--- src/rtl/phi_seq_pkg.sv ---
// -----------------------------------------------------------------------------
// phi_seq_pkg
// Shared definitions for the phi start-up / supervision sequencer:
//   - state codes and state width
//   - default parameter constants (reused by the top-level integration)
//   - small helpers for the overcurrent magnitude and the active-state decode
// -----------------------------------------------------------------------------
package phi_seq_pkg;

  localparam int unsigned StateWidth = 3;

  typedef enum logic [StateWidth-1:0] {
    StIdle      = 3'd0,
    StPrecharge = 3'd1,
    StRamp      = 3'd2,
    StRun       = 3'd3,
    StFault     = 3'd4
  } state_e;

  localparam logic signed [31:0] PhiStartDefault        = 32'sd150;
  localparam int unsigned        PrechargeCyclesDefault = 1000;
  localparam int unsigned        RampDivDefault         = 500;
  localparam int unsigned        DeadtimeDefault        = 25;
  localparam logic signed [13:0] IMaxDefault            = 14'sd6000;
  localparam int unsigned        NumSwitches            = 4;

  // Magnitude of a 14-bit two's-complement sample. The most negative code has
  // no positive counterpart, so it saturates to the largest positive value.
  function automatic logic [13:0] abs_sat14(input logic signed [13:0] x);
    logic [13:0] mag;
    if (x == 14'sh2000) begin
      mag = 14'd8191;
    end else if (x[13]) begin
      mag = $unsigned(-x);
    end else begin
      mag = $unsigned(x);
    end
    return mag;
  endfunction

  // States in which the hybrid controller runs and its switches may conduct.
  function automatic logic is_active(input state_e st);
    return (st == StRamp) || (st == StRun);
  endfunction

endpackage

--- src/rtl/deadtime_gate.sv ---
// -----------------------------------------------------------------------------
// deadtime_gate
// Per-switch turn-on delay for the MOSFET command bus. Each switch has its own
// saturating counter that runs while its command is high; the gated output is
// only asserted once the counter has reached DEADTIME, so a rising command
// appears DEADTIME+1 clocks later. Falling commands pass after one clock.
// All counters and outputs are cleared while enable is low.
//
// Ports:
//   clk     in  1  clock
//   rst     in  1  synchronous active-high reset
//   enable  in  1  switching permitted (controller in RAMP or RUN)
//   cmd     in  N  raw switch commands
//   gated   out N  registered, dead-time gated switch commands
// -----------------------------------------------------------------------------
module deadtime_gate #(
  parameter int unsigned N        = 4,
  parameter int unsigned DEADTIME = 25
) (
  input  logic         clk,
  input  logic         rst,
  input  logic         enable,
  input  logic [N-1:0] cmd,
  output logic [N-1:0] gated
);

  localparam int unsigned CntW = (DEADTIME < 1) ? 1 : $clog2(DEADTIME + 1);
  localparam logic [CntW-1:0] CntMax = CntW'(DEADTIME);

  logic [CntW-1:0] cnt_q [N];
  logic [N-1:0]    gated_q;

  always_ff @(posedge clk) begin
    for (int k = 0; k < N; k++) begin
      if (rst || !enable || !cmd[k]) begin
        cnt_q[k]   <= '0;
        gated_q[k] <= 1'b0;
      end else begin
        if (cnt_q[k] != CntMax) begin
          cnt_q[k] <= cnt_q[k] + 1'b1;
        end
        // Uses the pre-edge count, which adds the one extra clock of latency.
        gated_q[k] <= (cnt_q[k] == CntMax);
      end
    end
  end

  assign gated = gated_q;

endmodule

--- src/rtl/phi_sequencer.sv ---
// -----------------------------------------------------------------------------
// phi_sequencer
// Start-up and supervision sequencer for the hybrid resonant-converter
// controller. Holds the controller in reset while the tank precharges, then
// slew-ramps phi from PHI_START to the commanded target (one degree every
// RAMP_DIV clocks) and keeps tracking it in RUN. Switch commands are gated with
// per-switch turn-on dead-time, and an overcurrent on |iC| latches a fault that
// forces every switch off until the fault is acknowledged with enable low.
//
// Ports:
//   i_clock        in  1   system clock
//   i_RESET        in  1   synchronous active-high reset
//   i_enable       in  1   run request (level)
//   i_fault_clear  in  1   fault acknowledge (level)
//   i_phi_target   in  32  signed target angle, degrees
//   i_iC           in  14  signed tank current sample
//   i_MOSFET_hc    in  4   switch commands from the hybrid controller
//   o_phi          out 32  signed angle to the hybrid controller
//   o_hc_RESET     out 1   active-low reset to the hybrid controller
//   o_MOSFET       out 4   dead-time gated switch commands
//   o_state        out 3   current state code
//   o_fault        out 1   latched overcurrent flag
// -----------------------------------------------------------------------------
module phi_sequencer
  import phi_seq_pkg::*;
#(
  parameter logic signed [31:0] PHI_START        = PhiStartDefault,
  parameter int unsigned        PRECHARGE_CYCLES = PrechargeCyclesDefault,
  parameter int unsigned        RAMP_DIV         = RampDivDefault,
  parameter int unsigned        DEADTIME         = DeadtimeDefault,
  parameter logic signed [13:0] I_MAX            = IMaxDefault
) (
  input  logic                            i_clock,
  input  logic                            i_RESET,
  input  logic                            i_enable,
  input  logic                            i_fault_clear,
  input  logic signed [31:0]              i_phi_target,
  input  logic signed [13:0]              i_iC,
  input  logic        [NumSwitches-1:0]   i_MOSFET_hc,
  output logic signed [31:0]              o_phi,
  output logic                            o_hc_RESET,
  output logic        [NumSwitches-1:0]   o_MOSFET,
  output logic        [StateWidth-1:0]    o_state,
  output logic                            o_fault
);

  // Terminal counts; both parameters are expected to be at least 1.
  localparam logic [31:0] PreLast  = 32'(PRECHARGE_CYCLES - 1);
  localparam logic [31:0] StepLast = 32'(RAMP_DIV - 1);
  localparam logic [13:0] IMaxMag  = $unsigned(I_MAX);

  state_e             state_q, state_d;
  logic [31:0]        cnt_q;
  logic signed [31:0] phi_q;
  logic               hc_reset_q;
  logic               fault_q;

  logic               over_current;
  logic               tracking;
  logic               at_target;
  logic               step_now;
  logic               gate_enable;
  logic signed [31:0] phi_step;

  assign over_current = (abs_sat14(i_iC) >= IMaxMag);
  assign tracking     = is_active(state_q);
  assign at_target    = (phi_q == i_phi_target);
  assign step_now     = tracking && !at_target && (cnt_q == StepLast);
  assign phi_step     = (i_phi_target > phi_q) ? (phi_q + 32'sd1) : (phi_q - 32'sd1);

  // Next state. Priority: reset, overcurrent, enable low, normal progression.
  always_comb begin
    state_d = state_q;
    unique case (state_q)
      StIdle: begin
        if (i_enable) state_d = StPrecharge;
      end
      StPrecharge: begin
        if (over_current)             state_d = StFault;
        else if (!i_enable)           state_d = StIdle;
        else if (cnt_q == PreLast)    state_d = StRamp;
      end
      StRamp: begin
        if (over_current)             state_d = StFault;
        else if (!i_enable)           state_d = StIdle;
        else if (at_target)           state_d = StRun;
      end
      StRun: begin
        if (over_current)             state_d = StFault;
        else if (!i_enable)           state_d = StIdle;
      end
      StFault: begin
        if (i_fault_clear && !i_enable) state_d = StIdle;
      end
      default: state_d = StIdle;
    endcase
    if (i_RESET) state_d = StIdle;
  end

  // Driven from the next state so the switches drop on the same edge that
  // enters FAULT or IDLE rather than one clock later.
  assign gate_enable = is_active(state_d);

  always_ff @(posedge i_clock) begin
    if (i_RESET) begin
      state_q    <= StIdle;
      cnt_q      <= '0;
      phi_q      <= PHI_START;
      hc_reset_q <= 1'b0;
      fault_q    <= 1'b0;
    end else begin
      state_q    <= state_d;
      hc_reset_q <= gate_enable;
      fault_q    <= (state_d == StFault);

      // Cycle / step counter. While phi sits on the target no step is owed,
      // so the counter is held at zero and a new target gets a full
      // RAMP_DIV interval before its first step.
      if (state_d != state_q) begin
        cnt_q <= '0;
      end else if (state_q == StPrecharge) begin
        cnt_q <= cnt_q + 32'd1;
      end else if (tracking && !at_target && !step_now) begin
        cnt_q <= cnt_q + 32'd1;
      end else begin
        cnt_q <= '0;
      end

      if (!gate_enable) begin
        phi_q <= PHI_START;
      end else if (step_now) begin
        phi_q <= phi_step;
      end
    end
  end

  deadtime_gate #(
    .N        (NumSwitches),
    .DEADTIME (DEADTIME)
  ) u_deadtime_gate (
    .clk    (i_clock),
    .rst    (i_RESET),
    .enable (gate_enable),
    .cmd    (i_MOSFET_hc),
    .gated  (o_MOSFET)
  );

  assign o_phi      = phi_q;
  assign o_hc_RESET = hc_reset_q;
  assign o_state    = state_q;
  assign o_fault    = fault_q;

endmodule

--- config.mk ---
export PLATFORM = sky130hd
export DESIGN_NAME = phi_sequencer
export DESIGN_NICKNAME = d
export VERILOG_FILES = /design/src/rtl/phi_seq_pkg.sv /design/src/rtl/deadtime_gate.sv /design/src/rtl/phi_sequencer.sv
export SDC_FILE = /design/constraint.sdc
export NUM_CORES = 1
export LEC_CHECK = 0
export ABC_AREA = 1
export CAP_MARGIN = 10
export CELL_PAD_IN_SITES_DETAIL_PLACEMENT = 1
export CELL_PAD_IN_SITES_GLOBAL_PLACEMENT = 2
export CORE_MARGIN = 8
export CORE_UTILIZATION = 35
export DETAILED_ROUTE_END_ITERATION = 6
export GPL_TIMING_DRIVEN = 1
export PLACE_DENSITY_LB_ADDON = 0.08
export SLEW_MARGIN = 30
export SYNTH_ARGS = -nofsm -noshare
export SYNTH_HDL_FRONTEND = slang
export SYNTH_SLANG_ARGS = --single-unit
--- constraint.sdc ---
create_clock -name i_clock -period 13.8 [get_ports i_clock]
set_input_delay 2.76 -clock i_clock [delete_from_list [all_inputs] [get_ports i_clock]]
set_output_delay 2.76 -clock i_clock [all_outputs]
set_load 0.03 [all_outputs]
After elaboration in Yosys (flattened, before gate mapping)

Memories as Yosys holds them, arrays and structs flattened.
Index checks and enable logic that the tools add are counted.

Add/sub/neg operators: 8
Multiplexer cells: 41
Magnitude comparators: 2
Eq/ne operators: 20
Reduce and logical (&&, ||, !) cells: 22
Bitwise logic cells: 5

Operators with widths:

| operator                                                             | count |
|---|---|
| 2-to-1 mux 32 bit                                                    | 3 |
| 2-to-1 mux 3 bit                                                     | 11 |
| adder 32 x 1 -> 32 bit (second input constant)                       | 1 |
| adder 32 x 2 -> 32 bit (second input constant)                       | 1 |
| == test 32 x 10 -> 1 bit (second input constant)                     | 1 |
| == test 32 bit                                                       | 1 |
| == test 32 x 9 -> 1 bit (second input constant)                      | 1 |
| greater-than comparator 32 bit                                       | 1 |
| subtractor 32 x 2 -> 32 bit (second input constant)                  | 1 |
| 2-to-1 mux 14 bit                                                    | 2 |
| adder 5 x 1 -> 5 bit (second input constant)                         | 4 |
| == test 5 bit (second input constant)                                | 4 |
| 2-to-1 mux 1 bit                                                     | 20 |
| 2-to-1 mux 5 bit                                                     | 4 |
| inequality test 5 bit (second input constant)                        | 4 |
| case mux 3 bit (5 select lines)                                      | 1 |
| == test 14 bit (second input constant)                               | 1 |
| greater-or-equal comparator 14 x 13 -> 1 bit (second input constant) | 1 |
| negation 14 bit                                                      | 1 |
| == test 3 x 2 -> 1 bit (second input constant)                       | 4 |
| zero test 1 bit                                                      | 8 |
| logical OR 1 bit                                                     | 7 |
| == test 3 bit (second input constant)                                | 2 |
| logical AND 1 bit                                                    | 4 |
| 6 further kinds                                                      | 10 |

Input port bits: 54
Register bits after elaboration: 73
Memories kept: 1
Memory bits (writable): 20
Logic and storage cells: 108

Memories:

| name                  | depth | width | read ports | clocked after memory_dff | wr ports | line                | RTL |
|---|---|---|---|---|---|---|---|
| u_deadtime_gate.cnt_q | 4     | 5     | 4          | 0                        | 4        | deadtime_gate.sv:30 | `logic [CntW-1:0] cnt_q [N];` |

Longest topological paths before layout

Word-level depth: 15
Mapped depth: 26
Depth with buffers taken out: 26

Modules after synthesis

From an unflattened synthesis, not the netlist that was laid out.

Cells, all modules: 1076
Area total of the unflattened synthesis: 7335.8 sq um

By module, submodules not included:

| module        | area an instance (sq um) | sequential area each (sq um) | cells each | instances |
|---|---|---|---|---|
| phi_sequencer | 6075.8                   | 1381.3                       | 941        | 1 |
| deadtime_gate | 1260.0                   | 680.7                        | 135        | 1 |

Worst setup path before layout

Ideal clock, no wire load.

Path kind: input-to-reg
Start point: input i_phi_target[15]
End point: register phi_q[24], in the netlist o_phi[24]
Cell stages on the path: 20
Arrival time: 6.366 ns
Buffers on the path: 0
Slack: 7.302 ns
Required time: 13.668 ns
Cell sequence: ha_1 -> nand2_1 -> inv_1 -> nand3_1 -> or2_1 -> a21o_1 -> nand2_1 -> nand2_1 -> nand3_1 -> nand3_1 -> ha_1 -> a21oi_1 -> nand2_1 -> a21boi_0 -> o21ai_0 -> nand3_1 -> nand3_1 -> or2_2 -> nand3_1 -> a21oi_1

Cells in the longest elaborated chain, start to end: 10

RTL lines:

| element                             | line                 | RTL |
|---|---|---|
| start, declared                     | phi_sequencer.sv:37  | `input logic signed [31:0] i_phi_target,` |
| == test 32 bit                      | phi_sequencer.sv:67  | `assign at_target = (phi_q == i_phi_target);` |
| 2-to-1 mux 3 bit                    | phi_sequencer.sv:86  | `else if (at_target) state_d = StRun;` |
| 2-to-1 mux 3 bit                    | phi_sequencer.sv:85  | `else if (!i_enable) state_d = StIdle;` |
| 2-to-1 mux 3 bit                    | phi_sequencer.sv:84  | `if (over_current) state_d = StFault;` |
| case mux 3 bit (5 select lines)     | phi_sequencer.sv:74  | `unique case (state_q)` |
| 2-to-1 mux 3 bit                    | phi_sequencer.sv:97  | `if (i_RESET) state_d = StIdle;` |
| == test 3 x 2 -> 1 bit              | phi_seq_pkg.sv:43    | `return (st == StRamp) \|\| (st == StRun);` |
| logical OR 1 bit                    | phi_seq_pkg.sv:43    |  |
| NOT 1 bit (no source line)          | -                    |  |
| OR reduction 2 bit (no source line) | -                    |  |
| end signal, assigned                | phi_sequencer.sv:132 | `phi_q <= phi_step;` |
| end, declared                       | phi_sequencer.sv:54  | `logic signed [31:0] phi_q;` |

Parallel ways exist; a longest one is shown, timed or not.
A chain may end at the register's enable or synchronous reset.

Worst setup path in the final report

Start point: input i_phi_target[31]
End point: register phi_q[22], in the netlist o_phi[22]

The elaborated chain is that of the path after synthesis.

==> out/results.ini <==
[global_routing]
track_usage = 0.174
grt_overflow = 0
grt_pass1_wl_mm = 37.6
antenna_found_initial = 0
grt_pass1_vias = 7437
grt_max_degree = 33

[drt]
drtIter0Drc = 247
via_per_inst = 5.01
wirelength_mm = 22.6
ant_nets = 0
drc = 0
avgRoutedWirePerCell_um = 15.8
dr_total_vias = 7153
drt_first_pass_iters = 4

[place]
gp_congestion = 0.814
hpwlAfterDp_mm = 18.1
port_buffers = 94
post-place-ws_ps = 6660

[critical_path]
crit_path_end_kind = flip-flop
crit_start = i_phi_target[31]
regToRegSetupSlack_ps = 9330
required_ps = 14040
reg2regPathDepth = 22
r2r_end = o_phi[22]$_SDFFE_PP0P_
r2r_start = o_phi[15]$_SDFFE_PP0P_
endpoint = o_phi[22]$_SDFFE_PP0P_
worstPathArrival_ps = 7070
cp-start-kind = input port
worstPathMaxFanout = 32
crit_type = input port to flip-flop

[floorplan]
start_util = 0.357
fp.dieArea_um2 = 26400
rows = 53
die_h_um = 162
die_x_um = 162
ioPinCount = 95
core_um2 = 21000

[synth]
netlist_top_cells_area = dfxtp_1 19%, ha_1 12%, nand2_1 9.2%
yosysTopAreaCellShare = 0.195
synth_most_common_cell = nand2_1
synth-seq-cells = 93
yosysWarningCount = 0
synth_cell_types = 47
synth_largest_area_cell = dfxtp_1
netlist_top_cells_count = 183 x nand2_1, 150 x inv_1, 117 x nor2_1
synth-edff-count = 20
syn_avg_cell_area_um2 = 7.09
synth-async-reset-ratio = 0
seq_area_frac_synth = 0.275
ys.flop_type = dfxtp_1
syn-cell-area_um2 = 7500
synth_nets = 1185
synthCells = 1058

[cts]
cts-htree-levels = 3
cts_buffers = 9
cts_resized = 0
cts-hold-fix-buffers = 0
clock-sinks = 93
cts_root_buffer = clkbuf_16
clock_latency_ps = 360
clockBufferDepth = 2
cts.clk_slew.worst_paths_ps = 70
postCtsSetupRepairBufs = 0
cts_tree = yes

[cells_and_area]
num_antenna_cells = 0
area_growth_pct = 19.8
ff_latch_area_um2 = 2060
final.fill_count = 2670
multi_input_area_um2 = 4740
nets = 1275
drive_above_1_share = 0.0772

[timing]
final.setup.worst_slack_ps = 6980
hold_slack_ps = 520
drv_slew = 0
hold_viol = 0
fin_worst_skew_ps = 13.0
finalCriticalPeriod_ps = 6820
fmax_ghz = 0.147
setup_violations = 0
finalCritPeriodShare = 0.494
worstMarginPinSlew_ps = 951
fin_tns_setup_ps = 0
rsz0062_at_grt = no
relSlewSlack = 0.364

[power_and_ir_drop]
p_leak_uw = 0.00366
p_total_uw = 636
power_density_nw_per_um2 = 70.7
ir_drop_v = 0.0000701

[run]
drv_cap = 0

[outcome]
status = finished clean

[hold_path]
min_path_type = flip-flop to flip-flop

-- flip-flops by register name, indices dropped and copies added, names as in the netlist --
signal	cells
cnt_q	32
o_phi	32
u_deadtime_gate.cnt_q	20
u_deadtime_gate.gated	4
o_state	3
o_fault	1
o_hc_RESET	1
-- kinds of logic after synthesis --
| kind of cell | after synthesis | share of synthesized area |
|---|---|---|
| AOI/OAI and AO/OA | 181 | 0.139 |
| xor gates and xnor gates | 39 | 0.0455 |
| adders and majority gates | 73 | 0.123 |
| buffers and inverters | 175 | 0.0944 |
| DFF | 93 | 0.275 |
| and+or+nand+nor | 497 | 0.324 |
-- metrics by stage --
stage | area (µm²) | instances | util
floorplan | 7500 | 1058 | -
global placement | 8690 | 1412 | 0.413
detailed placement | 8690 | 1412 | 0.413
CTS | 8990 | 1428 | 0.428
global route | 8990 | 1428 | 0.428
finish | 8990 | 1428 | 0.428
-- cell type report --
| class | count | share of cell area |
|---|---|---|
| multi-input cells | 790 | 0.527 |
| clock inverters | 6 | 0.00779 |
| clock buffers | 10 | 0.0255 |
| flip-flops and latches | 93 | 0.229 |
| well taps | 275 | 0.0383 |
| inverters | 158 | 0.0659 |
| repair buffers | 96 | 0.106 |
-- worst min path at each step --
stage                           startpoint                      to  cells after the start
floorplan              cnt_q[0]$_SDFF_PP0_     cnt_q[0]$_SDFF_PP0_                      3
finish               o_phi[6]$_SDFFE_PP0P_   o_phi[6]$_SDFFE_PP0P_                      2
CTS                  o_phi[6]$_SDFFE_PP0P_   o_phi[6]$_SDFFE_PP0P_                      2
global placement    o_phi[10]$_SDFFE_PP0P_  o_phi[10]$_SDFFE_PP0P_                      2
global route        o_phi[11]$_SDFFE_PP0P_  o_phi[11]$_SDFFE_PP0P_                      2
detailed placement  o_phi[30]$_SDFFE_PP0P_  o_phi[30]$_SDFFE_PP0P_                      2
-- report_power, final --
group          switching (µW)  leakage (µW)  internal, µW  total [µW]
Clock                     125      0.000150           143         268
Sequential              0.705      0.000835           277         277
Combinational            53.8       0.00268          36.6        90.3
Total                     179       0.00366           457         636
-- placed cells by master, fill, tap and decap left out, drive strengths merged --
master	Yosys	layout
o221ai	1	1
o21ai	57	57
or2	15	15
a31o	2	2
ha	72	72
a31oi	2	2
a21o	10	10
nor3	61	61
o21bai	5	5
a211oi	9	9
nor3b	4	4
a311oi	1	1
o31ai	1	1
nand3b	6	6
clkdlybuf4s50	0	94
a21boi	5	5
a221oi	2	2
clkinv	0	1
fa	1	1
xnor2	13	13
nor4	6	6
o21a	3	3
buf	16	2
edfxtp	20	20
nand2	188	188
dfxtp	73	73
clkbuf	1	10
nor2	124	124
inv	158	162
o211ai	7	7
bufinv	0	1
and3	1	1
nand4	23	23
a21oi	76	76
or3	1	1
xor2	26	26
nand3	68	68
-- metal layers --
metal,track usage,vias up,wire length [µm]
met5,0,-,0
met4,0.0488,0,351
met3,0.0250,19,676
met2,0.298,86,10600
met1,0.224,3318,11000
li1,-,3730,-
-- critical path, stage by stage --
cell and delay, ps:
clkdlybuf4s50_1 470, ha_1 330, nand2_1 50, inv_1 70, nand4_1 210, nor3_1 260, nand2_1 110, nand2_1 70
nand2_1 60, nand3_1 60, buf_4 360, ha_1 370, a21oi_1 150, nand2_1 120, a21boi_0 370, o21ai_0 300
a21boi_0 440, o21ai_0 190, xnor2_1 200, a21oi_1 90
Power figures use the tool's default switching activity.
==> patch 1 (config.mk and constraints unchanged) <==
Make the reset (`i_RESET`) asynchronous in one clocked block. Comments in the files are not updated.
--- a/src/rtl/phi_sequencer.sv
+++ b/src/rtl/phi_sequencer.sv
@@ -101,7 +101,7 @@
   // enters FAULT or IDLE rather than one clock later.
   assign gate_enable = is_active(state_d);
 
-  always_ff @(posedge i_clock) begin
+  always_ff @(posedge i_clock or posedge i_RESET) begin
     if (i_RESET) begin
       state_q    <= StIdle;
       cnt_q      <= '0;
Check against the original RTL: differs if i_RESET is asserted again (counterexample within 4 cycles, from zero or initial values and one cycle with i_RESET high); with i_RESET held inactive, the same outputs for 10 cycles.
==> patch 1 against the original RTL <==
Setup slack worse by 710 ps; synthesized cell count is 12% lower; sequential cell count is the same; clock skew barely moved; routed wire length fell by 6.8%; final cell count down 8.3%; count of clock-buffer cells in the layout down 1; area after synthesis is 4.8% lower; cell area shrank 3.0%; power up 0.42%; critical path type unchanged.
==> patch 1: results (changes against the original RTL) <==
* Tcrit/Tclk final at 54.61% (+5.2 points)
* Post-Route WL at 21,070 um (-6.8%)
* Slew HR at 49.86% (+13 points)
* Final hold slack at 466.0 ps (-54.46 ps)
* RD Place Congestion at 0.8372 (+2.9%)
* Pin count of the biggest net entering global routing at 41 (+24%)
* Distinct cell type count after synthesis at 48 (+2.1%)
* Reg2reg setup slack at 8680 ps (-650 ps)
* Peak supply drop at 0.05325 mV (-24%)
* Crit path largest cell delay at 520 ps (+50 ps)
* Cell family with most CP delay: simple AND/OR/NAND/NOR gates
* Compound-gate portion of the synthesized area at 13.17% (-0.71 points)
* Fraction of layout cells with a size suffix above 1 at 4.812% (-2.9 points)
* R2r worst-path depth at 18 (-18%)
* Synth top area cells: dfrtp_1, ha_1, edfxtp_1
* CP Data Arrival Time at 7750 ps (+680 ps)
* Nets@finish at 1,161 (-8.9%)
* Area share of fa/ha/maj cells after synthesis at 12.89% (+0.62 points)
* Vias in the first global route at 6,935 (-6.8%)
* GR Util All Layers at 16.89% (-0.54 points)
* Sequential cell area fraction in the yosys report at 33.78% (+6.3 points)
* Post-Synth XOR/XNOR Area at 6.868% (+2.3 points)
* Worst Skew at 12.77 ps (-0.2342 ps)
* Post-place setup slack at 5774 ps (-883.6 ps)
* Post-synth ARST share at 74.19% (+74 points)
* Run status: complete, no violations
* Synthesized net count at 1,062 (-10%)
==> patch 1: cell count changes after synthesis, sizes merged, moves of 9 or more <==
cell,before,now
a21oi,76,59
inv,158,136
buf,16,7
o21ai,57,47
xor2,26,36
or2,15,3
dfxtp,73,4
nor3,61,23
nand2,188,144
dfrtp,0,65
a211oi,9,0
o22ai,0,28
==> patch 1: worst paths after layout <==
check	startpoint	end
max	i_phi_target[31]	o_phi[22]
min	cnt_q[0]	cnt_q[0]
max reg2reg	o_phi[31]	o_phi[22]
min reg2reg	cnt_q[0]	cnt_q[0]
max in group asynchronous	i_RESET	o_phi[4]
min in group asynchronous	i_RESET	o_fault
==> patch 1: power by group through the flow <==
stage	logic, mW	registers [mW]	clock network, mW
2_1_floorplan	0.0626	0.287	0
3_3_place_gp	0.100	0.286	0
3_5_place_dp	0.102	0.286	0
4_1_cts	0.103	0.281	0.267
5_1_grt	0.114	0.281	0.276
6_report	0.101	0.281	0.256
==> patch 1: logic make-up (layout without fill, tap and decap cells) <==
| family | after synthesis | count (layout) |
|---|---|---|
| compound gates | 165 | 165 |
| fa+ha+maj | 73 | 73 |
| buf+inv | 146 | 250 |
| xor+xnor | 56 | 56 |
| simple gates | 402 | 402 |
| flops | 93 | 93 |
==> patch 1: cell type report <==
cell class                 instances  area, sq um
clock buffer                       9        225.2
clock inverter                     7        75.07
fill                            2475        11380
inverter                         137        514.2
multi-input combinational        696         4175
sequential                        93         2412
tap                              270        337.8
timing repair buffer              97        983.4
==> patch 1: per-stage QoR <==
stage / area, sq um / utilization [%] / power, mW / std cells
after detailed placement: 8423 / 41.90 / 0.3884 / 1293
final: 8723 / 43.39 / 0.6386 / 1309
after CTS: 8723 / 43.39 / 0.6505 / 1309
after global placement: 8393 / 41.75 / 0.3865 / 1292
after global routing: 8723 / 43.39 / 0.6714 / 1309
after floorplan: 7142 / - / 0.3497 / 935
==> patch 1: metal layers <==
metal | track usage [%] | share of wire [%] | vias up
met1 | 21.03 | 47 | 3106
met2 | 30.23 | 50 | 61
met4 | 4.199 | 1.0 | 0
li1 | - | - | 3362
met3 | 2.172 | 2.0 | 13
met5 | 0 | 0 | -
==> patch 2 (same flow settings) <==
Made on the original files. `NumSwitches`: 4 -> 16.
--- a/src/rtl/phi_seq_pkg.sv
+++ b/src/rtl/phi_seq_pkg.sv
@@ -22,7 +22,7 @@
   localparam int unsigned        RampDivDefault         = 500;
   localparam int unsigned        DeadtimeDefault        = 25;
   localparam logic signed [13:0] IMaxDefault            = 14'sd6000;
-  localparam int unsigned        NumSwitches            = 4;
+  localparam int unsigned        NumSwitches            = 16;
 
   // Magnitude of a 14-bit two's-complement sample. The most negative code has
   // no positive counterpart, so it saturates to the largest positive value.
Ports: changed (resized i_MOSFET_hc and o_MOSFET); port bits go from 95 to 119. The function was not compared with the original's and may differ.
==> patch 2 against the original RTL <==
Sequential cell count up 72; die area up 38%; setup slack worse by 87 ps; final cell count up 30%; routed wire length up 29%; global-route usage down 0.93 points; clock skew up 3.1 ps; power up 71%; cell area up 43%; critical path depth up 3; area after synthesis up 43%; combinational power up 12%; synthesized cell count up 25%; largest power group unchanged; highest routed layer unchanged.
==> patch 2: results (changes against the original RTL) <==
* Crit path largest cell delay at 550 ps (+80 ps)
* Run status: complete, no violations
* Iter 0 DRT Violations at 328 (+33%)
* Internal power at 805.8 uW (+76%)
* RD Place Congestion at 0.7963 (-2.1%)
* DP Area at 12,310 sq um (+42%)
* Post-place setup slack at 6456 ps (-201.8 ps)
* Largest reg by FF count: u_deadtime_gate.cnt_q
* Post-synth ARST share at 0% (unchanged)
* Peak supply drop at 0.08151 mV (+16%)
* CP Data Arrival Time at 7260 ps (+190 ps)
* Compound-gate portion of the synthesized area at 8.885% (-5.0 points)
* Setup Viol. Count Final at 0 (unchanged)
* First-pass GRT wire length at 48,570 um (+29%)
* Cell family with most CP delay: simple AND/OR/NAND/NOR gates
* Wire per inst at 15.75 um (-0.53%)
* Resized cells post-CTS at 0 (unchanged)
* Top cells by count, synth: nand2_1, nor2_1, inv_1
* Vias per inst at 4.907 (-2.0%)
* CP max-delay cell: nor3_1
* Clock latency at the later pin of the worst-skew pair at 430 ps (+70 ps)
* Fraction of layout cells with a size suffix above 1 at 5.126% (-2.6 points)
* CP startpoint: i_phi_target[11]
* FILL cells at 3,673 (+38%)
* Leak at 5.554 nW (+52%)
* Synthesized net count at 1,488 (+26%)
* Worst-margin pin slew at 729.7 ps (-220.8 ps)
* Post-Synth XOR/XNOR Area at 6.301% (+1.7 points)
* Final std cells w/o fill at 1,859 (+30%)
* Area share of fa/ha/maj cells after synthesis at 11.41% (-0.86 points)
* Setup Buffers After CTS at 0 (unchanged)
* Vias in the first global route at 9,505 (+28%)
* Total CTS buffers at 17 (+8)
* Antenna violations before repair at 0 (unchanged)
* Htree depth at 4 (+1)
* Synth top area cells: edfxtp_1, dfxtp_1, ha_1
* Final Hold Vio Count at 0 (unchanged)
* Sequential cell area fraction in the yosys report at 38.34% (+11 points)
* Mean post-synth cell area at 8.078 sq um (+14%)
* Ant. Diodes at 0 (unchanged)
* Buffers added on ports at 118 (+26%)
* Worst-path clk slew at 70 ps (about the same)
* Dpl hpwl at 23,140 um (+28%)
* Mux contribution to synthesized area at 0% (unchanged)
* Min-delay src: cnt_q[0]
* Worst flop-to-flop path startpoint: o_phi[11]
* GR Util All Layers at 16.50% (-0.93 points)
* Worst Skew at 16.11 ps (+3.100 ps)
* Nets@finish at 1,613 (+27%)
* Placed cell count at 1,827 (+29%)
* Number of flops mapped to enable cells by yosys at 80 (+300%)
==> patch 2: cell count changes in the layout (fill, tap and decap cells not counted), sizes merged, moves of 11 or more <==
cell	delta
nand3b	+11
nor3	-31
nor3b	+13
xor2	+25
dfxtp	+12
nand2	+17
nor2	+87
xnor2	+13
inv	+20
ha	+24
clkdlybuf4s50	+24
nand3	+41
edfxtp	+60
==> patch 2: kinds of logic (layout without fill, tap and decap cells) <==
logic type,Yosys count,count (layout)
simple gates,628,628
buf+inv,190,328
flops,165,165
fa+ha+maj,97,97
compound gates,168,168
xor+xnor,77,77
==> patch 2: cell type report <==
| type | count | area, sq um | share of cell area (%) |
|---|---|---|---|
| clock buffers | 17 | 425.4 | 3.301 |
| clock inverters | 15 | 146.4 | 1.136 |
| inverters | 175 | 656.9 | 5.098 |
| multi-input cells | 970 | 5854 | 45.43 |
| flip-flops and latches | 165 | 4104 | 31.85 |
| well taps | 396 | 495.5 | 3.845 |
| repair buffers | 121 | 1204 | 9.341 |
==> patch 2: per-layer routing <==
metal / vias to the layer above / track usage [%] / wire length (um)
li1: 4685 / - / -
met1: 4303 / 21.32 / 14360
met5: - / 0 / 0
met4: 0 / 4.266 / 356
met2: 114 / 27.74 / 13660
met3: 20 / 3.237 / 898
==> patch 2: path summary, 6_finish.rpt <==
| path | end | slack (ps) | depth (start not counted) |
|---|---|---|---|
| max reg2reg | o_phi[17] | 9190 | 23 |
| min | cnt_q[0] | 450 | 1 |
| max | o_phi[17] | 6890 | 23 |
| min reg2reg | cnt_q[0] | 450 | 1 |
==> patch 2: power groups by stage <==
stage	Sequential [mW]	Clock [mW]	Combinational, mW
after floorplan	0.521	0	0.0591
after global placement	0.520	0	0.101
after detailed placement	0.520	0	0.102
after CTS	0.509	0.493	0.103
after global routing	0.509	0.510	0.115
final	0.509	0.476	0.101
